--- config.mk ---
export PLATFORM = sky130hd
export DESIGN_NAME = dmem_responder
export DESIGN_NICKNAME = d
export VERILOG_FILES = /design/src/rtl/dmem_responder.sv
export SDC_FILE = /design/constraint.sdc
export NUM_CORES = 2
export LEC_CHECK = 0
export CAP_MARGIN = 20
export CORE_AREA = 2 2 538 380
export DETAILED_ROUTE_END_ITERATION = 10
export DIE_AREA = 0 0 540 382
export PLACE_DENSITY = 0.62
export SYNTH_ARGS = -nofsm -noshare
export SYNTH_HDL_FRONTEND = slang
export SYNTH_SLANG_ARGS = --single-unit
--- constraint.sdc ---
create_clock -name clk -period 6.5 [get_ports clk]
set_input_delay 0.65 -clock clk [delete_from_list [all_inputs] [get_ports clk]]
set_output_delay 0.65 -clock clk [all_outputs]
set_load 0.05 [all_outputs]
--- src/rtl/dmem_responder.sv ---
// -----------------------------------------------------------------------------
// dmem_responder
//
// Data-memory responder for the MIPS data bus. A load/store request is accepted
// in IDLE and its address, direction and data are captured. The block then
// waits LATENCY cycles and completes the access with a one-cycle `ready` pulse.
// It also includes a write checker. The checker raises sticky pass/fail flags
// and counts committed stores, so test status is visible on the board.
//
// Ports
//   clk       system clock, all state on the rising edge
//   reset     asynchronous active-low reset (0 = in reset)
//   req       request valid, held by the initiator until `ready`
//   we        1 = store, 0 = load (captured at acceptance)
//   addr      byte address, bits [1:0] ignored for indexing
//   wdata     store data (captured at acceptance)
//   rdata     load data, valid only in the `ready` cycle (0 otherwise)
//   ready     one-cycle completion pulse
//   err       sticky: an out-of-range access was completed
//   pass      sticky: PASS_DATA stored to PASS_ADDR
//   fail      sticky: any other store committed outside IGNORE_ADDR
//   wr_count  committed in-range store count, saturating at 16'hFFFF
// -----------------------------------------------------------------------------
module dmem_responder #(
  parameter int unsigned DEPTH_WORDS = 64,
  parameter int unsigned LATENCY     = 2,
  parameter logic [31:0] PASS_ADDR   = 32'd84,
  parameter logic [31:0] PASS_DATA   = 32'd7,
  parameter logic [31:0] IGNORE_ADDR = 32'd80
) (
  input  logic        clk,
  input  logic        reset,
  input  logic        req,
  input  logic        we,
  input  logic [31:0] addr,
  input  logic [31:0] wdata,
  output logic [31:0] rdata,
  output logic        ready,
  output logic        err,
  output logic        pass,
  output logic        fail,
  output logic [15:0] wr_count
);

  localparam int unsigned AW   = $clog2(DEPTH_WORDS);
  localparam logic [3:0]  LAT4 = 4'(LATENCY);

  typedef enum logic [1:0] {IDLE, WAIT, RESP} state_t;

  state_t      state;
  logic [3:0]  cnt;
  logic        we_q;
  logic [31:0] addr_q;
  logic [31:0] wdata_q;

  logic [31:0] ram [DEPTH_WORDS];

  // The RESP entry can happen directly from IDLE when LATENCY is 0. In that
  // case the access is still being captured, so the live inputs are used.
  // Otherwise the captured copies are used.
  logic [31:0]   acc_addr;
  logic          acc_we;
  logic          acc_in_range;
  logic [AW-1:0] acc_idx;
  logic [31:0]   resp_rdata;
  logic          q_in_range;
  logic [AW-1:0] q_idx;

  // NOTE: every signal driven here gets a default first, so no path leaves it
  // unassigned and no latch is inferred.
  always_comb begin
    acc_addr     = addr_q;
    acc_we       = we_q;
    if (state == IDLE) begin
      acc_addr = addr;
      acc_we   = we;
    end
    acc_idx      = acc_addr[AW+1:2];
    acc_in_range = (acc_addr[31:AW+2] == '0);
    resp_rdata   = '0;
    if (!acc_we && acc_in_range) resp_rdata = ram[acc_idx];

    q_idx        = addr_q[AW+1:2];
    q_in_range   = (addr_q[31:AW+2] == '0);
  end

  // NOTE: sequential state uses non-blocking assignments only. All registers
  // then update together at the edge, so ordering inside the block cannot
  // create a race.
  always_ff @(posedge clk or negedge reset) begin
    if (!reset) begin
      state    <= IDLE;
      cnt      <= '0;
      we_q     <= 1'b0;
      addr_q   <= '0;
      wdata_q  <= '0;
      rdata    <= '0;
      ready    <= 1'b0;
      err      <= 1'b0;
      pass     <= 1'b0;
      fail     <= 1'b0;
      wr_count <= '0;
    end else begin
      case (state)
        IDLE: begin
          if (req) begin
            we_q    <= we;
            addr_q  <= addr;
            wdata_q <= wdata;
            cnt     <= LAT4;
            if (LAT4 == 4'd0) begin
              state <= RESP;
              ready <= 1'b1;
              rdata <= resp_rdata;
              if (!acc_in_range) err <= 1'b1;
            end else begin
              state <= WAIT;
            end
          end
        end

        WAIT: begin
          // A dropped request abandons the access without side effects.
          if (!req) begin
            state <= IDLE;
          end else if (cnt == 4'd1) begin
            state <= RESP;
            ready <= 1'b1;
            rdata <= resp_rdata;
            if (!acc_in_range) err <= 1'b1;
          end else begin
            cnt <= cnt - 4'd1;
          end
        end

        RESP: begin
          // Exactly one cycle long. A req still high here is the old request,
          // so the FSM always goes back through IDLE.
          state <= IDLE;
          ready <= 1'b0;
          rdata <= '0;
          if (we_q && q_in_range) begin
            if (addr_q == PASS_ADDR && wdata_q == PASS_DATA) pass <= 1'b1;
            else if (addr_q != IGNORE_ADDR)                  fail <= 1'b1;
            if (wr_count != 16'hFFFF) wr_count <= wr_count + 16'd1;
          end
        end

        default: state <= IDLE;
      endcase
    end
  end

  // NOTE: the RAM array has no reset. Its contents must survive reset, and an
  // unreset array maps onto plain RAM primitives. A reset asserted during RESP
  // forces state to IDLE, which discards the pending write.
  always_ff @(posedge clk) begin
    if (state == RESP && we_q && q_in_range) ram[q_idx] <= wdata_q;
  end

endmodule

==> results.md <==
* Leak at around 0.03 µW
* Compound-gate portion of the synthesized area at 7.15%
* Layout cell share with drive strength beyond 1 at 12.5%
* Synthesized net count at between 5,000 and 6,000
* CP endpoint kind: register
* Height of the chip at between 300 and 400 µm
* CP max FO at 19
* GRT Total Usage at between 20 and 25%
* Synthesis-to-finish area growth at 13.3%
* Ys Warns at 0
* Die ar. at between 200,000 and 250,000 µm²
* Post-synthesis mux area share at ~3.5%
* Synthesized flop and latch total at about 2,200
* WP buf/inv at 2
* Setup bufs post-CTS at 0
* Initial Utilization at between 40% and 50%
* Initial antenna violation count at 4
* Post-synth top cells: edfxtp_1 (2,048), nand2_1 (1,207), nand3_1 (367), clkbuf_1 (174), o22ai_1 (151)
* Cell area after layout at approximately 95,000 µm²
* Placed inst area at between 80,000 and 90,000 µm²
* Via count of the first global-routing pass at approximately 48,000
* Slowest stage delay, CP at just under 0.8 ns
* RePlAce Congestion at 0.851
* Max VDD drop at 0.302 mV
* Largest family of logic cells by synthesized area: simple AND/OR/NAND/NOR gates
* Top delay family on crit path: simple AND/OR/NAND/NOR gates
* CP arrival at 5.39 ns
* Max-Cap Viols at 0
* IO Count at 120
* Nets at a little under 6,000
* Clock Tree Buf Depth at 4
* Seq/Total Area, Yosys at about three quarters
* First-pass GRT wire length at 343,000 µm
* CTS resizes at 0
* Max-slew violations at 0
* Initial DRC count at just under 8,000
* TritonCTS clock tree: yes
* DR pass1 iterations at 6
* Yosys cell types at a little under 80
* Max Clk Rate at between 0.2 and 0.25 GHz
* Unrepaired setup endpoints after global routing: false
* Setup crit start kind: register
* Detailed Place HPWL at 140,000 µm
* Cells on worst reg2reg path at 9
* Mapped Area at 84,000 µm²
* Cells along the critical path: nor2_2, buf_4, mux2i_4, nand2_1, buf_4, a21oi_1, a2111oi_2, a221oi_1, or3_1
* Clock transition at the registers of the reported paths at ~0.07 ns
* Worst clock skew at 0.0533 ns
* Top cells by area, synth: edfxtp_1 (73%), nand2_1 (5.4%), dfrtp_1 (3.7%), nand3_1 (2.2%), mux4_2 (1.6%)
* Min Tclk post-route at 4.61 ns
* DRC errors left at 0
* Via count at slightly above 50,000
* Critical path type: register to register
* H-tree depth at 4
* Synthesized netlist cell count at ~5,500
* TNS Setup at 0 ns
* Crit path max-delay cell type: a221oi_1
* Setup slack, reg-to-reg at about 1.9 ns
* Root Buffer: clkbuf_16
* Worst slew pin tran at between 1 and 1.5 ns
* EDFF count, synth at ~2,000
* Top cell type's share of synthesized area at 73.2%
* Req. time, crit path at between 7 and 8 ns
* CTS sink cnt at between 2,000 and 2,500
* CP most frequent cell: buf_4
* Fin util at 47.3%
* Final hold vios at 0
* Fin crit share at approximately 71%
* R2R Path End: rdata[7]$_DFFE_PN0P_
* Max-Slew Margin vs Limit at 23.8%
* FP Rows at 138
* Count leader, synth: edfxtp_1
* Setup WS post-layout at roughly 1.9 ns
* Adder-cell share of the synthesized area at less than 1%
* Worst-Skew Late Latency at between 0.8 and 0.9 ns
* XOR/XNOR Fraction of Synth Area at less than 1%
* Avg WL per Cell at roughly 28 µm
* Detailed Route WL at around 240,000 µm
* Vias per cell at 6.00
* Post-Synth Simple-Gate Area at between 10% and 20%
* Power Dens Cells at around 350 nW/µm²
* Diodes inserted at 0
* Die width at around 540 µm
* Core area at about 200,000 µm²
* Dpl ws at around 1.5 ns
* Antenna Nets Post-Route at 0
* Port bufs at between 100 and 150
* Status: finished clean
* Worst hold path class: input pin to asynchronous set/reset pin
* GR Overflow Total at 0
* Dominant synthesized flop cell: edfxtp_1
* R2R Path Start: state[0]$_DFFE_PN0P_
* Final setup fails at 0
* Total clock buffers created by CTS at slightly below 200
* Avg Inst Size Synth at between 15 and 20 µm²
* Pin count of the biggest net entering global routing at approximately 140
* FFs w/ async S/R, synth at 5.67%
* Leading area contributor after synthesis: edfxtp_1
-- where the power goes --
part | internal [µW] | switching [µW] | total, µW
Combinational | 1410 | 4060 | 5460
Clock | 6100 | 5070 | 11200
Sequential | 16200 | 138 | 16400
-- cell families after synthesis --
group | count (synthesis)
flip-flops | 2171
AND/OR/NAND/NOR | 1948
AO/OA/AOI/OAI | 838
buffers and inverters | 368
multiplexers | 205
XOR/XNOR | 16
adder cells (fa/ha/maj) | 3
-- timing repair --
action	CTS	global route
hold endpoints to repair	21	0
setup endpoints to repair	0	0
hold buffers	1	0
-- routing by layer --
| layer | wire length, µm | vias to the layer above | GRT usage [%] | part of all wire (%) |
|---|---|---|---|---|
| li1 | - | 21800 | - | - |
| met1 | 105000 | 26000 | 35.5 | 44 |
| met5 | 23 | - | 0 | 0.0097 |
| met3 | 25500 | 317 | 4.32 | 11 |
| met2 | 102000 | 2922 | 31.9 | 43 |
| met4 | 4930 | 4 | 5.01 | 2.1 |
-- how the worst max path moves through the flow --
stage                           from              endpoint  slack (ns)  cells past startpoint
3_3_place_gp                 addr[2]  rdata[7]$_DFFE_PN0P_        1.47                     10
6_report        state[0]$_DFFE_PN0P_  rdata[7]$_DFFE_PN0P_        1.89                      9
4_1_cts         state[0]$_DFFE_PN0P_  rdata[7]$_DFFE_PN0P_        1.92                      9
5_1_grt        addr_q[8]$_DFFE_PN0P_  ram[6][28]$_DFFE_PP_        1.76                      6
2_1_floorplan   state[0]$_DFFE_PN0P_  ram[31][0]$_DFFE_PP_        2.94                      7
3_5_place_dp                 addr[2]  rdata[7]$_DFFE_PN0P_        1.47                     10
-- through the flow --
stage,cells,hold slack (ns),power (µW)
global placement,8156,0.485,22000
global route,8504,0.273,34000
finish,8504,0.288,33000
detailed placement,8158,0.479,22100
floorplan,5549,0.354,19900
CTS,8502,0.265,33000
-- state kept, by name, summed over array words and instances, names as in the netlist --
signal / count
ready: 1
we_q: 1
fail: 1
wdata_q: 32
addr_q: 32
state: 2
pass: 1
ram: 2048
wr_count: 16
cnt: 4
rdata: 32
err: 1
-- worst reg2reg max path, stage by stage, from the launching register on --
cell,delay [ns]
dfrtp_1,0.62
nor2_2,0.46
buf_4,0.36
mux2i_4,0.72
nand2_1,0.68
buf_4,0.46
a21oi_1,0.23
a2111oi_2,0.05
a221oi_1,0.78
or3_1,0.23
-- cells in the final DEF (no fill, tap or decap), drive strengths merged, types with 41 or more instances in the layout --
cell type,instances
mux4,61
clkbuf,257
o22a,42
nand2,1214
a311oi,59
nor2,99
mux2,70
mux2i,74
a21oi,106
edfxtp,2048
clkinv,66
a31oi,112
a211oi,47
o22ai,151
nor3,41
nand3,367
nand4,88
clkdlybuf4s50,118
dfrtp,123
buf,194
o21ai,85
a32oi,66
-- layout make-up --
cell class | instances | area (µm²)
clock inverter | 86 | 687
sequential | 2171 | 64600
clock buffer | 257 | 5280
tap | 2660 | 3330
timing repair buffer | 313 | 2920
fill | 17100 | 106000
inverter | 7 | 26.3
multi-input combinational | 3010 | 18300
No activity file was read; power rests on OpenSTA's default activity.
